### config.mk
export PLATFORM = sky130hd
export DESIGN_NAME = apb_master
export DESIGN_NICKNAME = d
export VERILOG_FILES = /design/src/rtl/apb_pkg.sv /design/src/rtl/apb_wait_timer.sv /design/src/rtl/apb_master.sv
export SDC_FILE = /design/constraint.sdc
export NUM_CORES = 1
export LEC_CHECK = 0
export CORE_MARGIN = 5
export CORE_UTILIZATION = 45
export CTS_CLUSTER_DIAMETER = 200
export CTS_CLUSTER_SIZE = 8
export DETAILED_ROUTE_END_ITERATION = 7
export HOLD_SLACK_MARGIN = 0.06
export PLACE_DENSITY_LB_ADDON = 0.05
export RECOVER_POWER = 25
export SLEW_MARGIN = 5
export SYNTH_ARGS = -nofsm -noshare
export SYNTH_HDL_FRONTEND = slang
export SYNTH_SLANG_ARGS = --single-unit
### constraint.sdc
create_clock -name pclk -period 2.64 [get_ports pclk]
set_input_delay 0.528 -clock pclk [delete_from_list [all_inputs] [get_ports pclk]]
set_output_delay 0.528 -clock pclk [all_outputs]
set_load 0.1 [all_outputs]
### src/rtl/apb_pkg.sv
// Shared state type, default sizing and helpers for the APB master.
package apb_pkg;

  localparam int APB_ADDR_W      = 8;
  localparam int APB_DATA_W      = 8;
  localparam int APB_TIMEOUT_CYC = 16;

  typedef enum logic [1:0] {
    IDLE   = 2'd0,
    SETUP  = 2'd1,
    ACCESS = 2'd2
  } apb_state_e;

  function automatic logic [7:0] sat_inc8(input logic [7:0] v);
    return (v == 8'hFF) ? v : v + 8'd1;
  endfunction

endpackage

### src/rtl/apb_wait_timer.sv
// Counts pready-low ACCESS cycles; expired flags the last permitted wait cycle.
module apb_wait_timer
  import apb_pkg::*;
#(
  parameter int TIMEOUT_CYC = APB_TIMEOUT_CYC
) (
  input  logic pclk,
  input  logic prst,
  input  logic clear_i,
  input  logic enable_i,
  output logic expired_o
);

  localparam logic [7:0] LAST_WAIT = 8'(TIMEOUT_CYC - 1);

  logic [7:0] cnt_q, cnt_d;

  always_comb begin
    cnt_d = cnt_q;
    if (clear_i) begin
      cnt_d = '0;
    end else if (enable_i) begin
      cnt_d = cnt_q + 8'd1;
    end
  end

  always_ff @(posedge pclk or negedge prst) begin
    if (!prst) begin
      cnt_q <= '0;
    end else begin
      cnt_q <= cnt_d;
    end
  end

  // This wait cycle brings the count to TIMEOUT_CYC, so the transfer aborts on this edge.
  assign expired_o = enable_i && (cnt_q == LAST_WAIT);

endmodule

### src/rtl/apb_master.sv
// Single-outstanding APB master: one command in, one APB transfer, one response pulse.
//   state  | meaning
//   IDLE   | req_ready high, bus idle, last address/data retained
//   SETUP  | psel high, penable low, one cycle
//   ACCESS | psel and penable high until pready or timeout
module apb_master
  import apb_pkg::*;
#(
  parameter int ADDR_W      = APB_ADDR_W,
  parameter int DATA_W      = APB_DATA_W,
  parameter int TIMEOUT_CYC = APB_TIMEOUT_CYC
) (
  input  logic              pclk,
  input  logic              prst,
  input  logic              req_valid,
  output logic              req_ready,
  input  logic              req_write,
  input  logic [ADDR_W-1:0] req_addr,
  input  logic [DATA_W-1:0] req_wdata,
  output logic              rsp_valid,
  output logic [DATA_W-1:0] rsp_rdata,
  output logic              rsp_err,
  output logic              rsp_timeout,
  output logic [7:0]        err_cnt,
  output logic              psel,
  output logic              penable,
  output logic              pwrite,
  output logic [ADDR_W-1:0] paddr,
  output logic [DATA_W-1:0] pwdata,
  input  logic [DATA_W-1:0] prdata,
  input  logic              pready,
  input  logic              pslverr
);

  apb_state_e        state_q;
  logic              psel_q, penable_q, pwrite_q;
  logic [ADDR_W-1:0] paddr_q;
  logic [DATA_W-1:0] pwdata_q;
  logic              rsp_valid_q, rsp_err_q, rsp_timeout_q;
  logic [DATA_W-1:0] rsp_rdata_q;
  logic [7:0]        err_cnt_q, err_cnt_d;
  logic              wait_expired;

  assign err_cnt_d = sat_inc8(err_cnt_q);

  apb_wait_timer #(.TIMEOUT_CYC(TIMEOUT_CYC)) u_wait_timer (
    .pclk      (pclk),
    .prst      (prst),
    .clear_i   (state_q == SETUP),
    .enable_i  ((state_q == ACCESS) && !pready),
    .expired_o (wait_expired)
  );

  always_ff @(posedge pclk or negedge prst) begin
    if (!prst) begin
      state_q       <= IDLE;
      psel_q        <= 1'b0;
      penable_q     <= 1'b0;
      pwrite_q      <= 1'b0;
      paddr_q       <= '0;
      pwdata_q      <= '0;
      rsp_valid_q   <= 1'b0;
      rsp_err_q     <= 1'b0;
      rsp_timeout_q <= 1'b0;
      rsp_rdata_q   <= '0;
      err_cnt_q     <= '0;
    end else begin
      rsp_valid_q   <= 1'b0;
      rsp_err_q     <= 1'b0;
      rsp_timeout_q <= 1'b0;
      case (state_q)
        IDLE: begin
          if (req_valid) begin
            state_q  <= SETUP;
            psel_q   <= 1'b1;
            pwrite_q <= req_write;
            paddr_q  <= req_addr;
            pwdata_q <= req_write ? req_wdata : '0;
          end
        end
        SETUP: begin
          state_q   <= ACCESS;
          penable_q <= 1'b1;
        end
        ACCESS: begin
          if (pready) begin
            state_q     <= IDLE;
            psel_q      <= 1'b0;
            penable_q   <= 1'b0;
            rsp_valid_q <= 1'b1;
            rsp_err_q   <= pslverr;
            rsp_rdata_q <= (!pwrite_q && !pslverr) ? prdata : '0;
            if (pslverr) begin
              err_cnt_q <= err_cnt_d;
            end
          end else if (wait_expired) begin
            state_q       <= IDLE;
            psel_q        <= 1'b0;
            penable_q     <= 1'b0;
            rsp_valid_q   <= 1'b1;
            rsp_err_q     <= 1'b1;
            rsp_timeout_q <= 1'b1;
            rsp_rdata_q   <= '0;
            err_cnt_q     <= err_cnt_d;
          end
        end
        default: begin
          state_q   <= IDLE;
          psel_q    <= 1'b0;
          penable_q <= 1'b0;
        end
      endcase
    end
  end

  assign req_ready   = (state_q == IDLE);
  assign psel        = psel_q;
  assign penable     = penable_q;
  assign pwrite      = pwrite_q;
  assign paddr       = paddr_q;
  assign pwdata      = pwdata_q;
  assign rsp_valid   = rsp_valid_q;
  assign rsp_err     = rsp_err_q;
  assign rsp_timeout = rsp_timeout_q;
  assign rsp_rdata   = rsp_rdata_q;
  assign err_cnt     = err_cnt_q;

endmodule

* Word level (Yosys, flattened, before mapping) *
Cells that the tools add are included.

storage, ports and cells
  register bits after elaboration = 48
  latch bits = 0
  bits in writable memories = 0
  bits in read-only memories = 0
  input port bits = 30
  output and inout bits = 39
  logic and storage cells = 64
  memories = 0

operators by class
  $add $sub $neg = 2
  multipliers = 0
  divide/modulo/power cells = 0
  $lt $le $gt $ge = 0
  equality and inequality tests = 7
  shift-type cells = 0
  mux-type cells = 26
  bitwise gates (word level) = 2
  reduce and logical (&&, ||, !) cells = 15

operators with widths
  kind                                                    number
  2-to-1 mux 8 bit                                        10
  adder 8 x 1 -> 8 bit (second input constant)            2
  2-to-1 mux 1 bit                                        10
  == test 8 x 4 -> 1 bit (second input constant)          1
  == test 8 bit (second input constant)                   1
  AND reduction 2 bit                                     4
  2-to-1 mux 2 bit                                        3
  one-hot mux 1 bit (3 select lines)                      2
  one-hot mux 2 bit (3 select lines)                      1
  AND reduction 3 bit                                     2
  nonzero test 2 bit                                      2
  logical AND 1 bit                                       3
  logical NOT 1 bit                                       3
  inequality test 3 x 2 -> 1 bit (second input constant)  1
  == test 2 x 1 -> 1 bit (second input constant)          1
  == test 2 bit (second input constant)                   1
  logical NOT 2 bit                                       1
  inequality test 2 x 1 -> 1 bit (second input constant)  1
  inequality test 2 bit (second input constant)           1
  inverter 1 bit                                          2

* Depth between registers and ports, before layout *
Gate-level depths: netlist of the first run.

  word-level depth = 6
  mapped depth = 5
  depth with buffers taken out = 5

* Modules after synthesis *
Synthesis of the first run repeated with hierarchy kept, for this count alone.

unflattened totals
  cell total of the unflattened synthesis = 179
  area, all modules = 2127.0 µm²

by module, submodules not included
  module          times used  cells an instance  area an instance (µm²)
  apb_master      1           139                1712.9
  apb_wait_timer  1           40                 414.1

* Worst setup path before layout of the first run *
OpenSTA, ideal clock, no wires.

  path kind = reg2reg
  from = register state_q[0]
  to = register paddr_q[4], in the netlist paddr[4]
  library setup time = 0.126 ns
  arrival = 2.749 ns
  required time = 2.514 ns
  slack = -0.235 ns
  cell stages (with the launch flop) = 5
  path buffers = 1
  clock period less this slack = 2.875 ns
  path through = dfrtp_1 -> nor2_1 -> nand2_1 -> clkbuf_1 -> mux2_2

on the way
  longest elaborated chain between the ends = 2

RTL lines
  what                                  RTL line          source
  from (decl)                           apb_master.sv:35  apb_state_e state_q;
  from (signal assigned)                apb_master.sv:56  state_q <= IDLE;
  from (signal assigned)                apb_master.sv:74  state_q <= SETUP;
  from (signal assigned)                apb_master.sv:82  state_q <= ACCESS;
  logical NOT 2 bit                     -
  named net req_ready                   apb_master.sv:16  output logic req_ready,
  AND reduction 2 bit (no source line)  -
  to (signal assigned)                  apb_master.sv:77  paddr_q <= req_addr;
  to (decl)                             apb_master.sv:37  logic [ADDR_W-1:0] paddr_q;

The timed path passes the listed nets, and every way through them passes these cells.
A chain may end at the register's enable or synchronous reset.

* Worst setup path after layout of the first run *
  from = register u_wait_timer.cnt_q[5]
  to = register err_cnt_q[7], in the netlist err_cnt[7]

on the way
  longest elaborated chain between the ends = 4

RTL lines
  what                                  RTL line              source
  from (decl)                           apb_wait_timer.sv:16  logic [7:0] cnt_q, cnt_d;
  from (signal assigned)                apb_wait_timer.sv:31  cnt_q <= cnt_d;
  == test 8 x 4 -> 1 bit                apb_wait_timer.sv:36  assign expired_o = enable_i && (cnt_q == LAST_WAIT);
  logical AND 1 bit                     apb_wait_timer.sv:36
  nonzero test 2 bit (no source line)   -
  AND reduction 3 bit (no source line)  -
  to (signal assigned)                  apb_master.sv:94      err_cnt_q <= err_cnt_d;
  to (signal assigned)                  apb_master.sv:104     err_cnt_q <= err_cnt_d;
  to (decl)                             apb_master.sv:41      logic [7:0] err_cnt_q, err_cnt_d;

No other way between the ends.

==> results of run 1 <==
-- path summary, 6_finish.rpt --
check	endpoint	slack [ps]	start
max in group asynchronous	pwdata[4]	1400	prst
hold reg to reg	pwdata[7]	490	pwdata[7]
hold / removal	pwdata[7]	490	pwdata[7]
setup reg to reg	err_cnt[7]	700	u_wait_timer.cnt_q[5]
min in group asynchronous	err_cnt[0]	540	prst
setup / recovery	err_cnt[7]	700	u_wait_timer.cnt_q[5]
-- final cells by class --
type | count | area, µm² | share of cell area
Inverter | 10 | 37.5 | 0.0134
Clock buffer | 8 | 90.1 | 0.0322
Multi-Input combinational cell | 123 | 790 | 0.282
Timing Repair Buffer | 73 | 613 | 0.219
Tap cell | 52 | 65.1 | 0.0233
Sequential cell | 48 | 1200 | 0.430
-- tightest hold or removal path, delay by kind of cell, from the launching register on --
kind	cells	cell delay (ps)
flip-flops	1	350
AO/OA/AOI/OAI	1	60
AND/OR/NAND/NOR	1	40
-- metrics by stage --
step / hold WS (ps) / worst slack (ps)
floorplan: 232 / 351
global placement: 465 / 545
detailed placement: 472 / 536
CTS: 346 / 703
global route: 532 / 570
finish: 486 / 697
-- flip-flops by register name (all words and copies together), names as in the netlist --
name                count
pwdata                  8
psel                    1
state_q                 2
penable                 1
rsp_err                 1
rsp_rdata               8
paddr                   8
pwrite                  1
err_cnt                 8
u_wait_timer.cnt_q      8
rsp_timeout             1
rsp_valid               1
-- layout by cell type, fill, tap and decap left out, types with 2 or more instances in the layout --
cell             Yosys  routed
clkbuf_1             4       2
nor2b_1              2       2
and3_1               5       5
xnor2_1              5       5
a21oi_1              4       4
nand2b_1             3       3
mux2_1               2       2
mux2_2               9       9
nand2_1             25      25
dfrtp_1             48      48
nand4_1             17      17
clkbuf_8             0       6
ha_1                 2       2
nor2_1               6       5
inv_1               10      10
o21ai_0             24      24
buf_4                0      43
nand3_1              4       4
clkdlybuf4s50_1      0      28
-- Yosys cell counts --
library cell | number | share of area
mux2_4 | 1 | 0.0073
o31ai_4 | 1 | 0.010
and3_1 | 5 | 0.015
nand3_1 | 4 | 0.0098
ha_1 | 2 | 0.012
or3b_2 | 1 | 0.0043
or4_1 | 1 | 0.0037
and2_2 | 1 | 0.0037
o211ai_1 | 1 | 0.0037
nand2b_1 | 3 | 0.0092
mux2_2 | 9 | 0.050
nor3_1 | 1 | 0.0024
nand4_1 | 17 | 0.052
nor2_1 | 6 | 0.011
xnor2_1 | 5 | 0.021
nand3_2 | 1 | 0.0049
or4b_2 | 1 | 0.0049
nand2_1 | 25 | 0.046
a21o_1 | 1 | 0.0037
a21oi_1 | 4 | 0.0098
nor2b_1 | 2 | 0.0061
mux2_1 | 2 | 0.011
inv_1 | 10 | 0.018
clkbuf_1 | 4 | 0.0073
nor3b_2 | 1 | 0.0061
buf_1 | 1 | 0.0018
and4_1 | 1 | 0.0043
xor2_1 | 1 | 0.0043
o21a_1 | 1 | 0.0037
or4_4 | 1 | 0.0055
dfrtp_1 | 48 | 0.59
o21ai_0 | 24 | 0.059
-- routing by layer --
layer / wire length [µm] / up-vias
met5: 0 / -
met4: 75 / 0
met3: 352 / 7
met2: 2120 / 60
met1: 2070 / 755
li1: - / 806
-- logic make-up after synthesis --
kind of cell | synth area share
muxes | 0.0679
and+or+nand+nor | 0.189
AOI/OAI and AO/OA | 0.0900
buffers and inverters | 0.0275
DFF | 0.588
adders and majority gates | 0.0122
xor gates and xnor gates | 0.0257
==> reports/metrics.cfg, run 1 <==
[status]
status = complete, no violations

[finish]
post_layout_nonfiller_instances = 314
area_growth_pct = 36.8
drive_above_1_share = 0.263
antenna_cells = 0
fill_cells = 362
fin_area_mm2 = 0.00280
final_util = 0.638
nets = 293

[setup_path]
worstSetupPathType = reg2reg
path_depth = 4
worst_ep_required_time_ps = 2830
critPathMaxStageDelay_ps = 580
cp_max_fo = 8
reg2reg_depth = 4
critPathTopFamily = simple AND/OR/NAND/NOR gates
start_kind = flip-flop
cp-end-kind = flip-flop
cp.arrival_ps = 2130
cp_num_buf_inv = 0
path_cells = or4_4 -> o31ai_4 -> nand4_1 -> mux2_1
cp_slowest_cell = or4_4

[routing]
post_drt_wl_per_cell_um = 14.7
drt-initial-drc-count = 44
drc = 0
drt-pass1-iter-count = 4
postRouteAntennaNets = 0
wirelength_um = 4610
vias = 1628
avgViaCountPerCell = 5.18

[clock_network]
htree_levels = 2
clk_pin_slew_ps = 80
post_cts.repair.setup_buffers = 0
clockBufferDepth = 2
cts_tree = yes
hold_buffers = 0
cts_root_buf = clkbuf_8
cts_sinks = 48
cts_resized = 0
cts_buffers = 5
clk-insertion-delay-late_ps = 300

[grt]
busiest_layer = met1
met1_usage = 0.245
grt_util_met2 = 0.229
grt_start_max_net_pins = 49
grt_util_met3 = 0.0451
grt_overflow = 0
antenna_found_initial = 0
grt_pass1_vias = 1540
grt_usage = 0.165
grt_pass1_wl_um = 8020

[timing]
finClkSkew_ps = 2.96
fmax_mhz = 515
fin_tns_setup_ps = 0
worst_slew_pin_slew_ps = 1170
hold_viol_final = 0
slew_headroom = 0.223
setup_violations = 0
drv_slew = 0
rsz0062_at_grt = no
period_minus_slack_ps = 1940
min_period_over_period = 0.736

[floorplanning]
core_area_mm2 = 0.00438
die_h_um = 77.4
row_count = 24
ios = 69
start_util = 0.466
dieArea_mm2 = 0.00599
die_w_um = 77.4

[yosys]
ys_warn_count = 0
synth.distinct_cells = 32
synth.cell_area_mm2 = 0.00204
postSynthCellCount = 186
avgSynthCellArea_um2 = 11.0
synth_seq_cells = 48
synth_nets = 218
ys_seq_area_frac = 0.588

[placement]
dp_hpwl_um = 3390
gp_congestion = 0.757
dpl_cell_area_mm2 = 0.00271
io_buffers = 68
dp_cells = 306

[run]
cap_violations = 0

[worst_hold_path]
worstHoldPathCells = 2
hold_path.class = reg2reg

Power of run 1 is not shown: default switching activity piles up to over one toggle a cycle in this logic, so the estimate is an artifact.
==> run 2, diff against run 1 <==
==> constraint.sdc (replaced) <==
create_clock -name pclk -period 1.85 [get_ports pclk]
set_input_delay 0.37 -clock pclk [delete_from_list [all_inputs] [get_ports pclk]]
set_output_delay 0.37 -clock pclk [all_outputs]
set_load 0.1 [all_outputs]
==> run 2 against run 1 <==
Global-route usage increased by 0.37 points. Hold slack improved by 36 ps. Cell count up 2.9%. Die area stayed put. Cell area grew 20%. Wire length up 7.8%. Maximum frequency increased by 6.9%. Via count increased by 5.7%.
==> reports/metrics.cfg, run 2 (same netlist as run 1, synthesis figures left out) <==
[setup_path]
critPathMaxStageDelay_ps = 570  ; about the same
start_kind = flip-flop
cp-end-kind = flip-flop
worst_ep_required_time_ps = 2050  ; -780 ps
reg2reg_depth = 4  ; unchanged
cp_num_buf_inv = 0  ; unchanged
worstReg2RegEnd = err_cnt[7]
critPathTopFamily = simple AND/OR/NAND/NOR gates
cp_max_fo = 5  ; -3
rrSetupSlack_ps = 30  ; -660 ps
crit-reg2reg-launch = u_wait_timer.cnt_q[5]
worstSetupPathType = reg2reg
cp_slowest_cell = or4_4
cp.arrival_ps = 2010  ; -120 ps
crit_path_start = u_wait_timer.cnt_q[5]
path_cells = or4_4 -> o31ai_4 -> nand4_1 -> mux2_1

[routing]
vias = 1721  ; +5.7%
postRouteAntennaNets = 0  ; unchanged
wirelength_um = 4970  ; +7.8%
drt-pass1-iter-count = 4  ; unchanged
drc = 0  ; unchanged
avgViaCountPerCell = 5.33  ; +2.8%
post_drt_wl_per_cell_um = 15.4  ; +4.8%
drt-initial-drc-count = 84  ; +91%

[finish]
nets = 302  ; +3.1%
final_common_cell = dfrtp_1
post_layout_nonfiller_instances = 323  ; +2.9%
drive_above_1_share = 0.321  ; +0.0577
antenna_cells = 0  ; unchanged
area_growth_pct = 64.2
mostFrequentLayoutCells = 40 x dfrtp_1, 37 x buf_12, 28 x clkdlybuf4s50_1

[clock_network]
cts_root_buf = clkbuf_8
cts_buffers = 5  ; unchanged
clk_pin_slew_ps = 90  ; about the same
htree_levels = 2  ; unchanged
cts_resized = 0  ; unchanged
cts_tree = yes
clockBufferDepth = 2  ; unchanged
post_cts.repair.setup_buffers = 0  ; unchanged
clk-insertion-delay-late_ps = 300  ; about the same
cts_sinks = 48  ; unchanged

[timing]
fmax_mhz = 550  ; +6.9%
finClkSkew_ps = 11.5  ; +8.55 ps
fin_tns_setup_ps = 0  ; unchanged
period_minus_slack_ps = 1820  ; -125 ps
slew_headroom = 0.300  ; +0.0775
min_period_over_period = 0.982  ; +0.246
setup_violations = 0  ; unchanged
drv_slew = 0  ; unchanged
worst_slew_pin_slew_ps = 1050  ; -116 ps
rsz0062_at_grt = yes
hold_viol_final = 0  ; unchanged

[placement]
dp_hpwl_um = 3780  ; +12%
dp_cells = 314  ; +2.6%
io_buffers = 68  ; unchanged
gp_congestion = 0.869  ; +15%

[floorplanning]
start_util = 0.466  ; unchanged
core_area_mm2 = 0.00438  ; unchanged
die_h_um = 77.4  ; unchanged
ios = 69  ; unchanged
die_w_um = 77.4  ; unchanged
row_count = 24  ; unchanged
dieArea_mm2 = 0.00599  ; unchanged

[grt]
grt_pass1_wl_um = 8090  ; +0.77%
grt_pass1_vias = 1717  ; +11%
grt_start_max_net_pins = 49  ; unchanged
grt_overflow = 0  ; unchanged
grt_usage = 0.168  ; +0.00372
antenna_found_initial = 0  ; unchanged

[worst_hold_path]
hold_path_startpoint = err_cnt[5]
worstHoldPathCells = 1  ; -1
hold_path.class = reg2reg
hold_path_end = err_cnt[5]

[run]
cap_violations = 0  ; unchanged

[status]
status = complete, no violations

run 2: cell count changes in the layout (fill, tap and decap cells not counted), sizes merged:
cell	change
buf	+9
dlygate4sd3	+1
clkbuf	-1
run 2: stage by stage:
| stage | instance area, µm² | util | worst slack (ps) | hold slack, ps |
|---|---|---|---|---|
| floorplan | 2060 | - | 7.25 | 74.4 |
| global placement | 3260 | 0.744 | -7.58 | 374 |
| detailed placement | 3260 | 0.744 | -39.6 | 376 |
| CTS | 3370 | 0.769 | 23.6 | 523 |
| global route | 3360 | 0.766 | -43.1 | 530 |
| finish | 3360 | 0.766 | 32.5 | 523 |
run 2: what timing repair did:
item / 4_1_cts / 5_1_grt
hold buffers: 1 / 0
setup endpoints to repair: 0 / 4
hold endpoints to repair: 39 / 0
run 2: layout make-up:
cell class	instances	area (µm²)
timing repair buffer	82	1150
sequential	48	1210
inverter	10	37.5
clock buffer	8	100
multi-input combinational	123	797
fill	294	1030
tap	52	65.1
run 2: layer usage:
| layer | up-vias | routed length (µm) | track usage |
|---|---|---|---|
| li1 | 818 | - | - |
| met1 | 834 | 2120 | 0.216 |
| met2 | 63 | 2460 | 0.275 |
| met3 | 6 | 324 | 0.0509 |
| met4 | 0 | 64 | 0.0515 |
| met5 | - | 0 | 0 |
run 2: how the worst max path moves through the flow:
stage                     cells after the start  slack (ps)          to
after detailed placement                      4         -40        psel
after global routing                          4         -40  err_cnt[7]
after global placement                        4          -8        psel
after CTS                                     4          20  err_cnt[7]
after floorplan                               4           7  err_cnt[7]
final                                         4          30  err_cnt[7]
Power of run 2 is left out for the same reason.
==> run 3, diff against run 2 <==
--- a/config.mk
+++ b/config.mk
@@ -12,7 +12,6 @@
 export DETAILED_ROUTE_END_ITERATION = 7
 export HOLD_SLACK_MARGIN = 0.06
 export PLACE_DENSITY_LB_ADDON = 0.05
-export RECOVER_POWER = 25
 export SLEW_MARGIN = 5
 export SYNTH_ARGS = -nofsm -noshare
 export SYNTH_HDL_FRONTEND = slang
==> run 3 against run 2 <==
Hold slack got worse by 0.51 ps. Sequential cell count unchanged. Worst setup slack improved by 1.4 ps. Via count decreased by 0.35%. Count of clock-buffer cells in the layout unchanged. Highest routed layer unchanged. Maximum frequency about the same. Critical path type unchanged. Wire length about the same.
==> reports/metrics.cfg, run 3 (same netlist as run 1, synthesis figures left out) <==
[finish]
antenna_cells = 0  ; unchanged
fill_cells = 292  ; -0.68%
final_common_cell = dfrtp_1
area_growth_pct = 64.9
drive_above_1_share = 0.321  ; unchanged
seqCellArea_mm2 = 0.00121  ; unchanged
nets = 302  ; unchanged
multi_input_area_um2 = 797  ; unchanged
mostFrequentLayoutCells = 40 x dfrtp_1, 38 x buf_12, 28 x clkdlybuf4s50_1

[floorplanning]
die_w_um = 77.4  ; unchanged
core_area_mm2 = 0.00438  ; unchanged
start_util = 0.466  ; unchanged
dieArea_mm2 = 0.00599  ; unchanged
die_h_um = 77.4  ; unchanged
row_count = 24  ; unchanged
ios = 69  ; unchanged

[setup_path]
cp-end-kind = flip-flop
start_kind = flip-flop
worst_ep_required_time_ps = 2050  ; about the same
cp.arrival_ps = 2010  ; about the same
worstSetupPathType = reg2reg
cp_max_fo = 5  ; unchanged

[routing]
drt-initial-drc-count = 73  ; -13%
postRouteAntennaNets = 0  ; unchanged
drt-pass1-iter-count = 4  ; unchanged
avgViaCountPerCell = 5.31  ; -0.35%
wirelength_um = 4970  ; about the same
vias = 1715  ; -0.35%
post_drt_wl_per_cell_um = 15.4  ; about the same
drc = 0  ; unchanged

[timing]
hold_viol_final = 0  ; unchanged
fmax_mhz = 551  ; about the same
period_minus_slack_ps = 1820  ; -1.43 ps
setup_violations = 0  ; unchanged
holdWs_ps = 522  ; -0.510 ps
rsz0062_at_grt = yes
min_period_over_period = 0.982  ; about the same
finClkSkew_ps = 11.7  ; +0.228 ps
drv_slew = 0  ; unchanged
slew_headroom = 0.685  ; +0.385
worst_slew_pin_slew_ps = 471  ; -579 ps

[grt]
grt_pass1_wl_um = 8090  ; unchanged
grt_pass1_vias = 1717  ; unchanged
grt_start_max_net_pins = 49  ; unchanged
grt_usage = 0.168  ; unchanged
grt_overflow = 0  ; unchanged
antenna_found_initial = 0  ; unchanged

[clock_network]
cts_buffers = 5  ; unchanged
clockBufferDepth = 2  ; unchanged
cts_tree = yes
clk_pin_slew_ps = 90  ; about the same
post_cts.repair.setup_buffers = 0  ; unchanged
clk-insertion-delay-late_ps = 300  ; about the same
htree_levels = 2  ; unchanged
cts_root_buf = clkbuf_8
cts_sinks = 48  ; unchanged

[run]
cap_violations = 0  ; unchanged

[placement]
dp_hpwl_um = 3780  ; unchanged
gp_congestion = 0.869  ; unchanged
io_buffers = 68  ; unchanged

[status]
status = complete, no violations

[worst_hold_path]
hold_path.class = reg2reg

[run 3: cell count changes in the layout (fill, tap and decap cells not counted)]
cell / before / now
buf_12: 37 / 38
buf_2: 2 / 1
[run 3: final cells by class]
class,instances,share of cell area
Tap cell,52,0.0193
Inverter,10,0.0111
Multi-Input combinational cell,123,0.236
Timing Repair Buffer,82,0.344
Sequential cell,48,0.359
Clock buffer,8,0.0297
[run 3: routing by layer]
layer / up-vias / part of all wire / GRT usage
li1: 818 / - / -
met1: 827 / 0.42 / 0.216
met2: 64 / 0.49 / 0.275
met3: 6 / 0.078 / 0.0509
met4: 0 / 0.013 / 0.0515
met5: - / 0 / 0
[run 3: path summary, 6_finish.rpt]
check / start / endpoint / slack (ps) / depth (start not counted)
max: u_wait_timer.cnt_q[5] / err_cnt[7] / 30 / 4
min: err_cnt[5] / err_cnt[5] / 520 / 1
max reg2reg: u_wait_timer.cnt_q[5] / err_cnt[7] / 30 / 4
min reg2reg: err_cnt[5] / err_cnt[5] / 520 / 1
max in group asynchronous: prst / err_cnt[0] / 1020 / 3
min in group asynchronous: prst / err_cnt[4] / 580 / 3
[run 3: critical path, stage by stage (launching register included)]
cell and delay (ps):
dfrtp_1 390, or4_4 570, o31ai_4 280, nand4_1 150, mux2_1 320
[run 3: what timing repair did]
item,in CTS,in global routing
setup endpoints to repair,0,4
endpoints found under the hold margin,39,0
resized for setup,0,0
hold buffers,1,0
[run 3: stage by stage]
stage	area (µm²)	std cells	setup TNS, ps	util	setup slack [ps]
6_report	3370	323	0	0.769	34.0
2_1_floorplan	2060	186	0	-	7.25
3_3_place_gp	3260	314	-7.58	0.744	-7.58
3_5_place_dp	3260	314	-100	0.744	-39.6
5_1_grt	3370	323	-103	0.769	-43.1
4_1_cts	3370	323	0	0.769	23.6
Power of run 3 is left out for the same reason.
